$ cat src/rtl/ram_readout_dma.sv
// ram_readout_dma: on a CPU start, reads a block of bytes from the sample RAM in
// address order and pushes them to a downstream FIFO, with pipelined reads and credit backpressure.
//
// Ports:
//   clk, reset_n          clock, async active-low reset
//   start_transfer        one-cycle start strobe (IDLE only, length!=0)
//   abort                 stop issuing, drain in-flight reads, go idle
//   start_addr, length    block origin and byte count, sampled on start
//   busy, ready, aborted  status: in progress / done pulse / abort-done pulse
//   ram_addr, ram_rden    RAM read port; ram_q returns RD_LATENCY clocks later
//   fifo_d, fifo_wrreq    FIFO write port; fifo_usedw is the FIFO fill level
module ram_readout_dma #(
  parameter int ADDR_W     = 8,
  parameter int DATA_W     = 8,
  parameter int RD_LATENCY = 1,
  parameter int FIFO_DEPTH = 256,
  parameter int USEDW_W    = 8
) (
  input  logic              clk,
  input  logic              reset_n,
  input  logic              start_transfer,
  input  logic              abort,
  input  logic [ADDR_W-1:0] start_addr,
  input  logic [ADDR_W:0]   length,
  output logic              busy,
  output logic              ready,
  output logic              aborted,
  output logic [ADDR_W-1:0] ram_addr,
  output logic              ram_rden,
  input  logic [DATA_W-1:0] ram_q,
  output logic [DATA_W-1:0] fifo_d,
  output logic              fifo_wrreq,
  input  logic [USEDW_W-1:0] fifo_usedw
);

  localparam int CW = USEDW_W + 2;
  localparam logic [CW-1:0] LIMIT = CW'(FIFO_DEPTH - 1);

  typedef enum logic [1:0] {
    S_IDLE,
    S_READ,
    S_DRAIN
  } state_e;

  state_e state_q, state_d;
  logic [ADDR_W-1:0] addr_q, addr_d;
  logic [ADDR_W:0] rem_q, rem_d;
  logic [CW-1:0] infl_q, infl_d;
  logic [RD_LATENCY-1:0] vld_q, vld_d;
  logic abt_q, abt_d;
  logic ready_q, ready_d;
  logic aborted_q, aborted_d;
  logic credit;
  logic issue;
  logic wr;

  // Reads in flight are counted against the FIFO so that every
  // issued read is guaranteed a slot when its data arrives.
  assign credit = ({2'b00, fifo_usedw} + infl_q) < LIMIT;
  assign issue = (state_q == S_READ) && !abort && credit;
  assign wr = vld_q[RD_LATENCY-1];

  always_comb begin
    state_d = state_q;
    addr_d = addr_q;
    rem_d = rem_q;
    abt_d = abt_q;
    ready_d = 1'b0;
    aborted_d = 1'b0;
    vld_d = vld_q << 1;
    vld_d[0] = issue;
    infl_d = infl_q + CW'(issue) - CW'(wr);
    unique case (state_q)
      S_IDLE: begin
        if (start_transfer && (length != '0)) begin
          addr_d = start_addr;
          rem_d = length;
          abt_d = 1'b0;
          state_d = S_READ;
        end
      end
      S_READ: begin
        if (issue) begin
          addr_d = addr_q + 1'b1;
          rem_d = rem_q - 1'b1;
          if (rem_q == (ADDR_W+1)'(1)) begin
            state_d = S_DRAIN;
          end
        end
        if (abort) begin
          abt_d = 1'b1;
          state_d = S_DRAIN;
        end
      end
      S_DRAIN: begin
        // Leave on the edge of the final write so the
        // done pulse lands one clock after that write.
        if (infl_d == '0) begin
          state_d = S_IDLE;
          ready_d = !abt_q;
          aborted_d = abt_q;
        end
      end
      default: state_d = S_IDLE;
    endcase
  end

  always_ff @(posedge clk or negedge reset_n) begin
    if (!reset_n) begin
      state_q <= S_IDLE;
      addr_q <= '0;
      rem_q <= '0;
      infl_q <= '0;
      vld_q <= '0;
      abt_q <= 1'b0;
      ready_q <= 1'b0;
      aborted_q <= 1'b0;
    end else begin
      state_q <= state_d;
      addr_q <= addr_d;
      rem_q <= rem_d;
      infl_q <= infl_d;
      vld_q <= vld_d;
      abt_q <= abt_d;
      ready_q <= ready_d;
      aborted_q <= aborted_d;
    end
  end

  assign busy = (state_q != S_IDLE);
  assign ready = ready_q;
  assign aborted = aborted_q;
  assign ram_addr = addr_q;
  assign ram_rden = issue;
  assign fifo_wrreq = wr;
  assign fifo_d = ram_q;

endmodule
$ cat config.mk
export PLATFORM = sky130hd
export DESIGN_NAME = ram_readout_dma
export DESIGN_NICKNAME = d
export VERILOG_FILES = /design/src/rtl/ram_readout_dma.sv
export SDC_FILE = /design/constraint.sdc
export NUM_CORES = 1
export LEC_CHECK = 0
export BUFFER_PORTS_ARGS = -buffer_cell sky130_fd_sc_hd__clkbuf_2
export CORE_MARGIN = 8
export CORE_UTILIZATION = 56
export CTS_BUF_LIST = sky130_fd_sc_hd__clkbuf_2
export CTS_CLUSTER_SIZE = 14
export DETAILED_ROUTE_END_ITERATION = 8
export PLACE_DENSITY_LB_ADDON = 0.25
export REMOVE_ABC_BUFFERS = 1
export SLEW_MARGIN = 25
export SYNTH_ARGS = -nofsm -noshare
export SYNTH_HDL_FRONTEND = slang
export SYNTH_SLANG_ARGS = --single-unit
$ cat constraint.sdc
create_clock -name clk -period 5.43 [get_ports clk]
set_input_delay 0.543 -clock clk [delete_from_list [all_inputs] [get_ports clk]]
set_output_delay 0.543 -clock clk [all_outputs]
set_load 0.02 [all_outputs]
# == After elaboration in Yosys (flattened, before gate mapping) ==
# Index checks and enable logic that the tools add are counted.
# word_totals
reg_bits,33
input_bits,37
out_inout_bits,21
# classes
add_sub_neg,5
magnitude_cmp,1
eq_ne,9
mux,19
reduce_logical,13
# ops
op,count
9-bit two-way mux,2
9-bit one-hot mux with 2 select lines,1
8-bit two-way mux,2
8-bit one-hot mux with 2 select lines,1
10-bit by 1-bit adder with 10-bit output,1
8-bit by 10-bit adder with 10-bit output,1
10-bit logical NOT,1
10-bit by 8-bit < comparator with 1-bit output (second input constant),1
2-bit two-way mux,5
10-bit by 1-bit subtractor with 10-bit output,1
9-bit by 1-bit equality test with 1-bit output (second input constant),1
9-bit nonzero test,1
9-bit by 1-bit subtractor with 9-bit output (second input constant),1
8-bit by 1-bit adder with 8-bit output (second input constant),1
2-bit != test (second input constant),4
1-bit two-way mux,6
2-bit one-hot mux with 3 select lines,1
3-bit AND reduction,2
4-bit AND reduction,1
2-bit nonzero test,2
1-bit logical AND,3
3-bit by 2-bit != test with 1-bit output (second input constant),1
3-bit != test (second input constant),1
2-bit by 1-bit equality test with 1-bit output (second input constant),1
other kinds (4),5

# == Depth between registers and ports, before layout ==
# logic_depth
ltp_word,8
depth_mapped,18
mapped_depth_nobuf,17

# == Worst setup path before layout ==
# Ideal clock, no wire load.
# synth_timing
path_type,in2reg
start,in fifo_usedw[4]
end,reg ready_q (netlist: ready)
setup_ns,0.073
arrival_ns,4.928
slack_ns,0.429
cell_stages,17
path_buffers,1
path_cell_list,ha_1 a211oi_2 nor2_1 or4_1 a31o_1 a2111oi_4 buf_4 ha_1 inv_1 fa_1 nor2b_1 o31a_1 a21oi_1 or4_1 or4_1 a2111oi_1 nor2b_1
# synth_via
elab_chain_cells,8
# synth_rtl
item,line_no,rtl
start: declaration,33,input logic [USEDW_W-1:0] fifo_usedw
8-bit by 10-bit adder with 10-bit output,59,"assign credit = ({2'b00, fifo_usedw} + infl_q) < LIMIT;"
10-bit by 8-bit < comparator with 1-bit output,59,
1-bit logical AND,60,assign issue = (state_q == S_READ) && !abort && credit;
named net ram_rden,29,"output logic ram_rden,"
10-bit by 1-bit adder with 10-bit output,72,infl_d = infl_q + CW'(issue) - CW'(wr);
10-bit by 1-bit subtractor with 10-bit output,72,
named net infl_d[4],48,"logic [CW-1:0] infl_q, infl_d;"
10-bit logical NOT,98,if (infl_d == '0) begin
1-bit two-way mux,98,
1-bit two-way mux,73,unique case (state_q)
named net ready_d,51,"logic ready_q, ready_d;"
end signal: assignment,125,ready_q <= ready_d;
end: declaration,51,
# The timed path passes the listed nets, and every way through them passes these cells.
# A chain may end at the register's enable or synchronous reset.

# == Final worst setup path ==
# layout_timing
start,reg infl_q[2]
end,reg ready_q (netlist: ready)
# layout_via
elab_chain_cells,8
# layout_rtl
item,line_no,rtl
start: declaration,48,
start signal: assignment,122,infl_q <= infl_d;
8-bit by 10-bit adder with 10-bit output,59,
10-bit by 8-bit < comparator with 1-bit output,59,
1-bit logical AND,60,
10-bit by 1-bit adder with 10-bit output *,72,
10-bit by 1-bit subtractor with 10-bit output *,72,
named net infl_d[4],48,
10-bit logical NOT *,98,
1-bit two-way mux *,98,
1-bit two-way mux *,73,
named net ready_d,51,
# Mark *: on every way through the listed nets, which the timed path passes. The rest lies on a longest branch.

==> summary by stage <==
Power and ir drop
The worst ir drop on vdd is 0.3122 mV. The internal power of the cells totals 0.9348 mW. Net switching is 51.27% of the power.

For this design the ratio of total power to cell area is 681.3 mW/mm². The part of the power in combinational logic is 66.8%. The standby leakage power is 1.280 nW.

The clock network fraction of total power is 6.4%. The switching power is 0.9833 mW. The sequential share of power is 26.7%.

Drt
Dividing the detail-routed wire length by the instance count gives 17.12 µm. The via-per-instance ratio is 6.213. The detail route stage leaves a number of antenna-violating nets equal to 0. The detailed router finished its first iteration with 163 violations. The final wirelength is 6524 µm. For this run, design rule violations remaining after detail routing come to 0. The detailed-routing iteration count for the pre-antenna-repair pass is 5. Detailed routing inserted a total of 2367 vias.

Setup path
For this run, the slowest stage of the critical path takes 0.51 ns. Walking the worst path, the cells encountered are ha_1 > nor2_1 > nor3_1 > or4_1 > a31o_1 > a2111oi_4 > ha_1 > inv_1 > fa_1 > nor2b_1 > o31a_1 > a21oi_1 > or4_1 > or4_1 > a2111oi_1 > nor2b_1. The most common cell type on the critical path is sky130_fd_sc_hd__or4_1.

The startpoint type of the worst setup path is a flip-flop. The worst path arrival time is 5.40 ns. At the worst endpoint, the required time is 5.76 ns. The critical path is of the reg2reg type.

The family with the most delay on the worst path is simple AND/OR/NAND/NOR gates. The number of buffers and inverters on the critical path is 1. The worst setup path is captured at a flip-flop. The top fanout value on the critical path is 7. The master of the slowest instance on the critical path is sky130_fd_sc_hd__or4_1.

Synthesis
The count of unique library cells instantiated by Yosys is 63. Counting flops with a built-in enable in the synthesized netlist gives 0. The synthesized design devotes to its leading area cell type 31.87% of total area. The flip-flop cell with the highest count after synthesis is sky130_fd_sc_hd__dfrtp_1. The biggest area consumer among synthesized cells is sky130_fd_sc_hd__dfrtp_1. The share of synthesized registers carrying an async set or reset is 100.0%. In this run, synthesis produced a sequential element count of 33.

The average instance in the mapped netlist occupies 8.844 µm². The fraction of the yosys area taken by sequential cells is 31.87%. The most common cell in the synthesized netlist is sky130_fd_sc_hd__dfrtp_1. After synthesis, the most frequently instantiated cells are sky130_fd_sc_hd__dfrtp_1, sky130_fd_sc_hd__nand2_1, sky130_fd_sc_hd__inv_1, sky130_fd_sc_hd__ha_1, sky130_fd_sc_hd__nor2_1. The number of warnings issued by yosys is 0. Summing every instance area after synthesis gives 0.002591 mm². Synthesis produced a netlist whose cell count is 293. Yosys attributes the largest share of cell area to sky130_fd_sc_hd__dfrtp_1, sky130_fd_sc_hd__ha_1, sky130_fd_sc_hd__a21oi_1.

Die
For this configuration, the core starts out at a cell density of 58.70%. The floorplan step set the die width to 84.03 µm. The number of primary I/O pins is 58. The core region is 0.004414 mm². The die covers 0.007060 mm². The die outline height is 84.03 µm. After floorplanning, the core was divided into 24 placement rows.

GRT
Entering global routing, the biggest net connects 34 pins. The number of antenna violations at the first check in global routing came to 0. The via count of the first global-routing pass was 2369. The total global-route track usage is 18.42%. Global routing finished with a remaining overflow of 0.

The first global-routing pass estimated 10950 µm of wire.

Clock tree
The clock net in this run drives a total of 33 sinks. The CTS tree is done. Buffers added to address setup during post-CTS repair amount to 0.

Counting along the longest clock path gives a buffer depth of 2. The root cell of the clock tree is sky130_fd_sc_hd__clkbuf_2. The clock-pin slew reported for the worst setup and hold paths after clock tree synthesis is 0.21 ns. The number of gates resized after CTS was 0. CTS built an H-tree with a depth of 2.

The post-cts hold buffer count is 0. The number of buffers created by CTS is 5. The clock latency on the worst-skew pair is 0.39 ns.

Layout
0 antenna diodes ended up in the layout. For this run, the number of standard cells in the final layout without fillers is 381. The area growth from synthesis to layout is 8.643%.

Summing all multi-input logic gate instances after layout gives 0.001572 mm². The number of fill cells is 400. The final layout contains 388 nets. Registers take 825.8 µm². The post-route netlist has 19.15% of its cells at a drive strength greater than 1.

STA
Setup repair after global routing left no endpoint under its margin. The clock period could shrink to 5.072 ns. The worst setup margin is 0.3585 ns. For the pin with the worst max-slew slack, the measured transition is 0.8684 ns.

The maximum clock skew at final layout is 0.02375 ns. The max-slew violation total from the final report came to 0. In this run the tightest slew margin relative to its limit is 42.10%. The part of the cycle the worst path needs is 93.40%.

The total of endpoints with negative setup slack in the final report is 0. The maximum frequency from static timing analysis is 0.1972 GHz. The number of hold-slack violations in the final timing report is 0.

Min path
The worst min-delay path class is in2async.

Run status
The flow ran to the end, and the final reports show no timing, DRC or antenna violations.

Placed design
The count of buffers from port buffering is 41. The post-detailed-placement half-perimeter wirelength is 5000 µm. At the placement stage, the worst setup path has a slack of 0.1832 ns. The number of placed instances, taps included, is 373. The final estimated routing congestion in global placement is 0.8367.

Flow run
The number of maximum-capacitance constraint violations is 0.
kinds of logic (layout without fill, tap and decap cells):
| family | after synthesis | count (layout) | synth area share (%) |
|---|---|---|---|
| muxes | 1 | 1 | 0.3863 |
| xor gates and xnor gates | 10 | 10 | 3.380 |
| and+or+nand+nor | 97 | 97 | 18.73 |
| DFF | 33 | 33 | 31.87 |
| adders and majority gates | 23 | 23 | 11.69 |
| AOI/OAI and AO/OA | 91 | 91 | 26.46 |
| buffers and inverters | 38 | 74 | 7.484 |
area by class of cell:
cell class,count,share of cell area [%]
tap,52,2.311
clock buffer,5,0.8889
timing repair buffer,44,8.089
clock inverter,3,0.6222
sequential,33,29.33
inverter,22,2.933
multi-input combinational,222,55.82
state kept, by name, summed over array words and instances (netlist names):
register    cells
infl_q         10
rem_q           9
ram_addr        8
state_q         2
aborted         1
abt_q           1
fifo_wrreq      1
ready           1
metrics by stage:
step                      power [mW]  setup TNS [ns]  instance area (µm²)  util [%]  hold slack (ns)
after global placement         1.752               0                 2773     62.81           0.4594
after detailed placement       1.785               0                 2773     62.81           0.4723
after global routing           2.104               0                 2815     63.78           0.2654
after CTS                      1.913               0                 2815     63.78           0.2445
after floorplan                1.454         -0.2324                 2480         -           0.2474
final                          1.918               0                 2815     63.78           0.2211
cell usage in the layout, fill, tap and decap left out, drive strengths merged, types with 3 or more instances in the layout:
| cell | n |
|---|---|
| clkbuf | 46 |
| dfrtp | 33 |
| nand2 | 24 |
| inv | 22 |
| ha | 21 |
| nor2 | 21 |
| a21oi | 19 |
| nor3 | 14 |
| o21ai | 13 |
| a211oi | 8 |
| xnor2 | 7 |
| nand3 | 7 |
| o22ai | 6 |
| nand2b | 5 |
| a311oi | 5 |
| nor2b | 4 |
| o21a | 4 |
| or4 | 4 |
| or3 | 4 |
| o2bb2ai | 4 |
| a211o | 3 |
| xor2 | 3 |
| a21o | 3 |
| buf | 3 |
| or2 | 3 |
| nor4 | 3 |
power by group through the flow:
| stage | combinational [mW] | clock (mW) | sequential (mW) |
|---|---|---|---|
| after floorplan | 0.940 | 0 | 0.514 |
| after global placement | 1.24 | 0 | 0.512 |
| after detailed placement | 1.27 | 0 | 0.517 |
| after CTS | 1.28 | 0.127 | 0.511 |
| after global routing | 1.43 | 0.138 | 0.532 |
| final | 1.28 | 0.124 | 0.513 |
routing by layer:
| layer | wire length [µm] | up-vias | share of wire, % | track usage (%) |
|---|---|---|---|---|
| met5 | 0 | - | 0 | 0 |
| li1 | - | 1157 | - | - |
| met2 | 3150 | 85 | 48 | 30.50 |
| met4 | 96 | 0 | 1.5 | 6.122 |
| met1 | 2921 | 1116 | 45 | 22.24 |
| met3 | 356 | 9 | 5.5 | 5.078 |
worst paths after layout:
check / slack, ns / depth (start not counted) / startpoint / endpoint
max: 0.36 / 16 / infl_q[2] / ready
min: 0.22 / 1 / reset_n / infl_q[3]
max reg2reg: 0.36 / 16 / infl_q[2] / ready
min reg2reg: 0.50 / 1 / abt_q / ready
max in group asynchronous: 4.65 / 1 / reset_n / rem_q[5]
min in group clk: 0.39 / 2 / start_addr[0] / ram_addr[0]
Power figures use the tool's default switching activity.
